### src/rtl/imem_loader.sv
// rtl/imem_loader.sv - byte-stream loader that writes 32-bit words into instruction memory
module imem_loader #(
    parameter int DEPTH = 32,
    parameter int CNT_W = 16
) (
    input  logic        clk,
    input  logic        reset,
    input  logic        start,
    input  logic        in_valid,
    input  logic [7:0]  in_data,
    output logic        in_ready,
    output logic        wr_en,
    output logic [31:0] wr_addr,
    output logic [31:0] wr_data,
    output logic        cpu_hold,
    output logic        done,
    output logic        err
);

    typedef enum logic [2:0] {
        S_IDLE,
        S_LEN0,
        S_LEN1,
        S_WORD,
        S_WRITE,
        S_DONE,
        S_ERR
    } state_t;

    state_t           state_q, state_d;
    logic [CNT_W-1:0] count_q, count_d;
    logic [CNT_W-1:0] word_idx_q, word_idx_d;
    logic [1:0]       byte_idx_q, byte_idx_d;
    logic [23:0]      word_buf_q, word_buf_d;
    logic [31:0]      wr_addr_q, wr_addr_d;
    logic [31:0]      wr_data_q, wr_data_d;
    logic [CNT_W-1:0] count_full;

    always_ff @(posedge clk) begin
        if (reset) begin
            state_q    <= S_IDLE;
            count_q    <= '0;
            word_idx_q <= '0;
            byte_idx_q <= '0;
            word_buf_q <= '0;
            wr_addr_q  <= '0;
            wr_data_q  <= '0;
        end else begin
            state_q    <= state_d;
            count_q    <= count_d;
            word_idx_q <= word_idx_d;
            byte_idx_q <= byte_idx_d;
            word_buf_q <= word_buf_d;
            wr_addr_q  <= wr_addr_d;
            wr_data_q  <= wr_data_d;
        end
    end

    always_comb begin
        state_d    = state_q;
        count_d    = count_q;
        word_idx_d = word_idx_q;
        byte_idx_d = byte_idx_q;
        word_buf_d = word_buf_q;
        wr_addr_d  = wr_addr_q;
        wr_data_d  = wr_data_q;
        in_ready   = 1'b0;
        count_full = {in_data, count_q[7:0]};

        case (state_q)
            S_IDLE, S_DONE, S_ERR: begin
                if (start) begin
                    state_d    = S_LEN0;
                    word_idx_d = '0;
                    byte_idx_d = '0;
                end
            end
            S_LEN0: begin
                in_ready = 1'b1;
                if (in_valid) begin
                    count_d[7:0] = in_data;
                    state_d      = S_LEN1;
                end
            end
            S_LEN1: begin
                in_ready = 1'b1;
                if (in_valid) begin
                    count_d = count_full;
                    if (count_full == '0)
                        state_d = S_DONE;
                    else if (count_full > CNT_W'(DEPTH))
                        state_d = S_ERR;
                    else
                        state_d = S_WORD;
                end
            end
            S_WORD: begin
                in_ready = 1'b1;
                if (in_valid) begin
                    byte_idx_d = byte_idx_q + 2'd1;
                    case (byte_idx_q)
                        2'd0: word_buf_d[7:0]   = in_data;
                        2'd1: word_buf_d[15:8]  = in_data;
                        2'd2: word_buf_d[23:16] = in_data;
                        default: begin
                            // Last byte goes straight into the write register so the
                            // word is complete on the strobe cycle.
                            wr_data_d = {in_data, word_buf_q};
                            wr_addr_d = {{(30-CNT_W){1'b0}}, word_idx_q, 2'b00};
                            state_d   = S_WRITE;
                        end
                    endcase
                end
            end
            S_WRITE: begin
                if (word_idx_q + CNT_W'(1) == count_q) begin
                    state_d = S_DONE;
                end else begin
                    word_idx_d = word_idx_q + CNT_W'(1);
                    state_d    = S_WORD;
                end
            end
            default: state_d = S_IDLE;
        endcase
    end

    assign wr_en    = (state_q == S_WRITE);
    assign wr_addr  = wr_addr_q;
    assign wr_data  = wr_data_q;
    assign done     = (state_q == S_DONE);
    assign err      = (state_q == S_ERR);
    assign cpu_hold = (state_q != S_IDLE) && (state_q != S_DONE);

endmodule

### config.mk
export PLATFORM = sky130hd
export DESIGN_NAME = imem_loader
export DESIGN_NICKNAME = d
export VERILOG_FILES = /design/src/rtl/imem_loader.sv
export SDC_FILE = /design/constraint.sdc
export NUM_CORES = 1
export LEC_CHECK = 0
export CAP_MARGIN = 20
export CORE_ASPECT_RATIO = 0.7
export CORE_MARGIN = 2
export CORE_UTILIZATION = 54
export DETAILED_ROUTE_END_ITERATION = 7
export PLACE_DENSITY = 0.8
export SETUP_SLACK_MARGIN = 0.2
export SLEW_MARGIN = 30
export SYNTH_ARGS = -nofsm -noshare
export SYNTH_HDL_FRONTEND = slang
export SYNTH_SLANG_ARGS = --single-unit
### constraint.sdc
create_clock -name clk -period 3.3 [get_ports clk]
set_input_delay 0.33 -clock clk [delete_from_list [all_inputs] [get_ports clk]]
set_output_delay 0.33 -clock clk [all_outputs]
set_load 0.01 [all_outputs]
==> results of run 1 <==
-- per-stage QoR --
step	total power, mW	area (um^2)
final	3.034	5958
after global routing	3.163	5958
after CTS	3.038	5954
after detailed placement	1.958	5653
after global placement	1.942	5653
after floorplan	1.819	5107
-- path summary, 6_finish.rpt --
check,startpoint,to,slack (ns),cells past startpoint
setup / recovery,word_idx_q[2]$_SDFFE_PP0P_,word_idx_q[5]$_SDFFE_PP0P_,0.38,9
hold / removal,reset,wr_addr[3]$_SDFFE_PP0P_,0.33,2
hold reg to reg,word_buf_q[19]$_SDFFE_PP0P_,wr_data[19]$_SDFFE_PP0P_,0.45,2
setup reg to reg,word_idx_q[2]$_SDFFE_PP0P_,word_idx_q[5]$_SDFFE_PP0P_,0.38,9
-- layout make-up --
class                      instances  area, um^2  area share (%)
inverter                           7       26.28          0.4410
clock buffer                      12       246.5           4.137
tap                              124       155.1           2.604
sequential                       109        2182           36.62
clock inverter                     4       55.05          0.9240
timing repair buffer              76       725.7           12.18
multi-input combinational        463        2567           43.09
-- synth_stat cells (all sizes together), types with 5 or more instances --
library cell	n	share of area, %
xnor2	19	3.3
nor2	28	2.1
a221o	9	1.8
ha	5	1.2
a21oi	93	9.2
xor2	8	1.4
nand3	37	3.7
dfxtp	109	43
nand2	149	11
o21ai	6	0.59
buf	30	4.0
clkbuf	37	2.7
inv	7	0.52
nand4	9	1.4
mux2i	10	2.0
and3	13	1.8
-- routing by layer --
layer,GRT usage (%),wire length (um),part of all wire [%],up-vias
li1,-,-,-,2198
met1,34.80,5810,49,2059
met3,4.973,607,5.1,14
met5,0,0,0,-
met4,8.342,143,1.2,0
met2,35.06,5405,45,115
-- worst register-to-register path: cells and delay by family, from the launching register on --
family,cells,cell delay (ns)
buffers and inverters,1,0.23
AOI/OAI and AO/OA,2,0.35
DFF,1,0.55
and+or+nand+nor,5,1.50
xor gates and xnor gates,1,0.18
-- power by group --
group / switching, mW / total (mW) / internal, mW / leakage, nW
clock network: 0.482 / 1.10 / 0.615 / 0.143
registers: 0.0785 / 1.43 / 1.36 / 0.879
logic: 0.288 / 0.503 / 0.214 / 1.05
total: 0.849 / 3.03 / 2.19 / 2.08
-- kinds of logic (layout without fill, tap and decap cells) --
| family | count (synthesis) | after routing | share of synthesized area (%) |
|---|---|---|---|
| other cells | 1 | 16 | 0.07424 |
| simple gates | 271 | 271 | 25.59 |
| mux | 11 | 11 | 2.205 |
| compound gates | 133 | 133 | 15.73 |
| buf+inv | 74 | 99 | 7.283 |
| xor+xnor | 27 | 27 | 4.682 |
| flops | 109 | 109 | 43.20 |
| fa+ha+maj | 5 | 5 | 1.239 |
-- flip-flops by register name, indices dropped and copies added, names as in the netlist --
signal and flops:
word_idx_q 16, word_buf_q 24, state_q 3, wr_data 32, count_q 16, wr_addr 16, byte_idx_q 2
-- timing repair --
action	CTS	global route
endpoints found under the setup margin	0	13
hold endpoints to repair	0	0
resized for setup	0	2
==> impl_metrics.toml, run 1 <==
[drt]
detail-route-antenna-nets = 0
route.detailed.drc = 0
drtIter0Drc = 401
vias = 4386
drt_wl_total_mm = 11.97
wl_per_cell_um = 15.05
vias_per_cell = 5.517
dr.pass1.iters = 5

[worst_setup_path]
max_stage_delay_ns = 0.55
crit_fanout = 25
cp_data_required_time_ns = 3.53
cp_num_buf_inv = 1
slowest_stage = "dfxtp_1"
start_kind = "register"
path_cells = "nand4_1 -> or4_4 -> xnor2_1 -> nand4_1 -> nor3_4 -> a211oi_2 -> buf_4 -> and3_1 -> a221o_1"
path_common_cell = "nand4_1"
path_class = "register to register"
critPathTopFamily = "simple AND/OR/NAND/NOR gates"
crit_path_end_kind = "register"
cp_data_arrival_time_ns = 3.15

[status]
status = "finished clean"

[grt]
antenna_found_initial = 0
grt_pass1_wl_mm = 19.33
first_global_vias = 3875
grt-ovfl-total = 0
grt_usage_pct = 23.84
grt_start_max_net_pins = 89

[job]
max_cap_violations = 0

[layout]
final_common_cell = "nand2_1"
area_growth_pct = 17.96
utilization_pct = 65.68
drive_above_1_share_pct = 5.961
nFillCells = 759
mostFrequentLayoutCells = "nand2_1, dfxtp_1, a21oi_1, clkdlybuf4s50_1, nand3_1"
fin_nets = 683
stdcell_count = 795
antenna_cells = 0

[clock_tree]
post_cts_buffers = 0
ctsLongestPathBuffers = 2
cts_max_level = 3
clock_latency_ns = 0.34
cts_buffers = 9
clock-sinks = 109
path_clk_slew_ns = 0.07
hold_buffers = 0
tritoncts = "done"
root_buffer = "clkbuf_16"

[logic_synthesis]
synth-edff-count = 0
synth-main-ff-cell = "dfxtp_1"
synth_seq_cells = 109
synthArstFlopShare_pct = 0
yosysWarnings = 0
syn_inst = 631
yosysUniqueCellTypes = 63
syn_area_per_cell_um2 = 8.005
synth_area_um2 = 5051
synth-seq-area-share_pct = 43.20

[sta]
rsz0062_at_grt = "false"
setup_slack_ns = 0.3794
worst_pin_slew_ns = 0.8619
finClkSkew_ns = 0.007487
finalSetupTns_ns = 0
slew_headroom_pct = 42.54
clock.fmax_mhz = 342.4
finalSetupViolations = 0
slew_violations = 0
holdWs_ns = 0.3298
fin_crit_ns = 2.921
fin_crit_sh_pct = 88.50
hold_viol_final = 0

[pwr]
p_leak_nw = 2.076
powerDensity_nw_per_um2 = 509.3
irDropWorstVdd_v = 0.0003720

[die]
initial_core_util_pct = 55.68
io_pins = 81
core-area_um2 = 9071
rows = 29
dieArea_um2 = 10160
die_x_um = 119.6
die_h_um = 84.92

[hold_path]
hold_path.class = "input pin to register"

[placed_design]
place_ws_ns = 0.2834
dp_cells = 779
place_congestion = 0.9174
io_buffers = 64
place_hpwl_mm = 8.374
(Power assumes the default switching activity.)
==> inputs of run 2 (changes only) <==
CORE_UTILIZATION = 55   (was 54)
CTS_BUF_LIST = sky130_fd_sc_hd__clkbuf_8   (was default)
PLACE_DENSITY = 0.82   (was 0.8)
==> impl_metrics.toml, run 2 (same netlist as run 1, synthesis figures left out) <==
[die]
die_h_um = 84.18
initial_core_util_pct = 56.13
dieArea_um2 = 9979
die_x_um = 118.5
rows = 29
core-area_um2 = 8999
io_pins = 81

[layout]
drive_above_1_share_pct = 6.399
area_growth_pct = 16.45
fin_area_um2 = 5882
largest_reg_flops = 32
seq_area_um2 = 2182
multi_input_area_um2 = 2567
final_common_cell = "nand2_1"
mostFrequentLayoutCells = "nand2_1, dfxtp_1, a21oi_1, clkdlybuf4s50_1, nand3_1"
antenna_cells = 0
fin_nets = 684
nFillCells = 789

[clock_tree]
tritoncts = "done"
hold_buffers = 0
clock-sinks = 109
root_buffer = "clkbuf_8"
clock_latency_ns = 0.39
cts_max_level = 3
ctsLongestPathBuffers = 2
path_clk_slew_ns = 0.10
cts_buffers = 9

[grt]
grt-ovfl-total = 0
grt_start_max_net_pins = 89
grt_pass1_wl_mm = 19.81
antenna_found_initial = 0
grt_usage_pct = 24.61
first_global_vias = 4042

[sta]
slew_violations = 0
clock.fmax_mhz = 342.8
finClkSkew_ns = 0.008940
fin_crit_sh_pct = 88.40
fin_crit_ns = 2.917
worst_pin_slew_ns = 0.8645
finalSetupTns_ns = 0
rsz0062_at_grt = "false"
finalSetupViolations = 0
slew_headroom_pct = 42.37
hold_viol_final = 0

[worst_setup_path]
worstSetupStartpoint = "word_idx_q[0]$_SDFFE_PP0P_"
r2r_start = "word_idx_q[0]$_SDFFE_PP0P_"
slowest_stage = "dfxtp_1"
worst-path-stages = 9
crit_path_end_kind = "register"
r2r-end = "word_idx_q[9]$_SDFFE_PP0P_"
cp_data_required_time_ns = 3.58
cp_data_arrival_time_ns = 3.20
critPathTopFamily = "compound AO/OA/AOI/OAI gates"
cp_num_buf_inv = 0
path_cells = "ha_2 -> and4_4 -> xnor2_1 -> o21ai_0 -> a211oi_1 -> nor3_4 -> a21o_2 -> and2_2 -> a221o_1"
r2r_cells = 9
r2r_slack_ns = 0.38
start_kind = "register"
crit_fanout = 13
path_class = "register to register"
max_stage_delay_ns = 0.47

[drt]
dr.pass1.iters = 5
vias_per_cell = 5.553
drtIter0Drc = 306
vias = 4420
drt_wl_total_mm = 12.06
wl_per_cell_um = 15.15
route.detailed.drc = 0
detail-route-antenna-nets = 0

[placed_design]
io_buffers = 64
placed_area_um2 = 5658
place_hpwl_mm = 8.438
place_congestion = 0.9004

[hold_path]
hold_path.class = "input pin to register"
hold_end = "wr_addr[2]$_SDFFE_PP0P_"
min_path_cells = 2
hold_start = "reset"

[pwr]
irDropWorstVdd_v = 0.0004073
p_leak_nw = 2.038
powerDensity_nw_per_um2 = 473.1

[job]
max_cap_violations = 0

[status]
status = "finished clean"
-- run 2: cell types whose count changed in the layout (fill, tap and decap cells not counted) --
cell        change
buf_12          +1
clkbuf_1        -2
clkbuf_16       -9
clkbuf_8        +8
clkinv_2        +1
clkinv_4        -1
clkinvlp_4      +1
inv_8           +2
-- run 2: area by class of cell --
cell class / instances / share of cell area (%)
inverters: 7 / 0.4467
clock inverters: 7 / 1.383
well taps: 124 / 2.638
multi-input cells: 463 / 43.65
flip-flops and latches: 109 / 37.10
clock buffers: 9 / 2.106
repair buffers: 77 / 12.68
-- run 2: per-layer routing --
layer / vias to the layer above / wire length [um] / global-route usage (%)
li1: 2193 / - / -
met1: 2080 / 5646 / 34.86
met2: 131 / 5460 / 37.57
met3: 16 / 787 / 5.299
met4: 0 / 162 / 8.117
met5: - / 0 / 0
-- run 2: worst max-delay path by stage --
| stage | end | slack, ns |
|---|---|---|
| 2_1_floorplan | word_idx_q[12]$_SDFFE_PP0P_ | 0.61 |
| 3_3_place_gp | word_idx_q[11]$_SDFFE_PP0P_ | 0.38 |
| 3_5_place_dp | word_idx_q[0]$_SDFFE_PP0P_ | 0.22 |
| 4_1_cts | word_idx_q[13]$_SDFFE_PP0P_ | 0.33 |
| 5_1_grt | word_idx_q[5]$_SDFFE_PP0P_ | 0.20 |
| 6_report | word_idx_q[9]$_SDFFE_PP0P_ | 0.38 |
-- run 2: power by group --
part           total, mW  internal, mW  switching [mW]
logic              0.505         0.215           0.290
registers           1.43          1.36          0.0765
clock network      0.845         0.363           0.482
total               2.78          1.93           0.849
-- run 2: what timing repair did --
action,4_1_cts,5_1_grt
endpoints found under the setup margin,1,13
gates resized for setup,1,1
setup buffers,0,2
pin swaps,0,1
-- run 2: stage by stage --
stage	std cells	hold WS [ns]	utilization (%)	setup slack (ns)	total power [mW]
3_5_place_dp	778	0.4458	62.88	0.2218	1.955
5_1_grt	796	0.2753	65.36	0.2001	2.913
4_1_cts	794	0.2426	65.17	0.3270	2.790
3_3_place_gp	778	0.4410	62.88	0.3780	1.943
2_1_floorplan	646	0.4321	-	0.6051	1.819
6_report	796	0.2589	65.36	0.3828	2.783
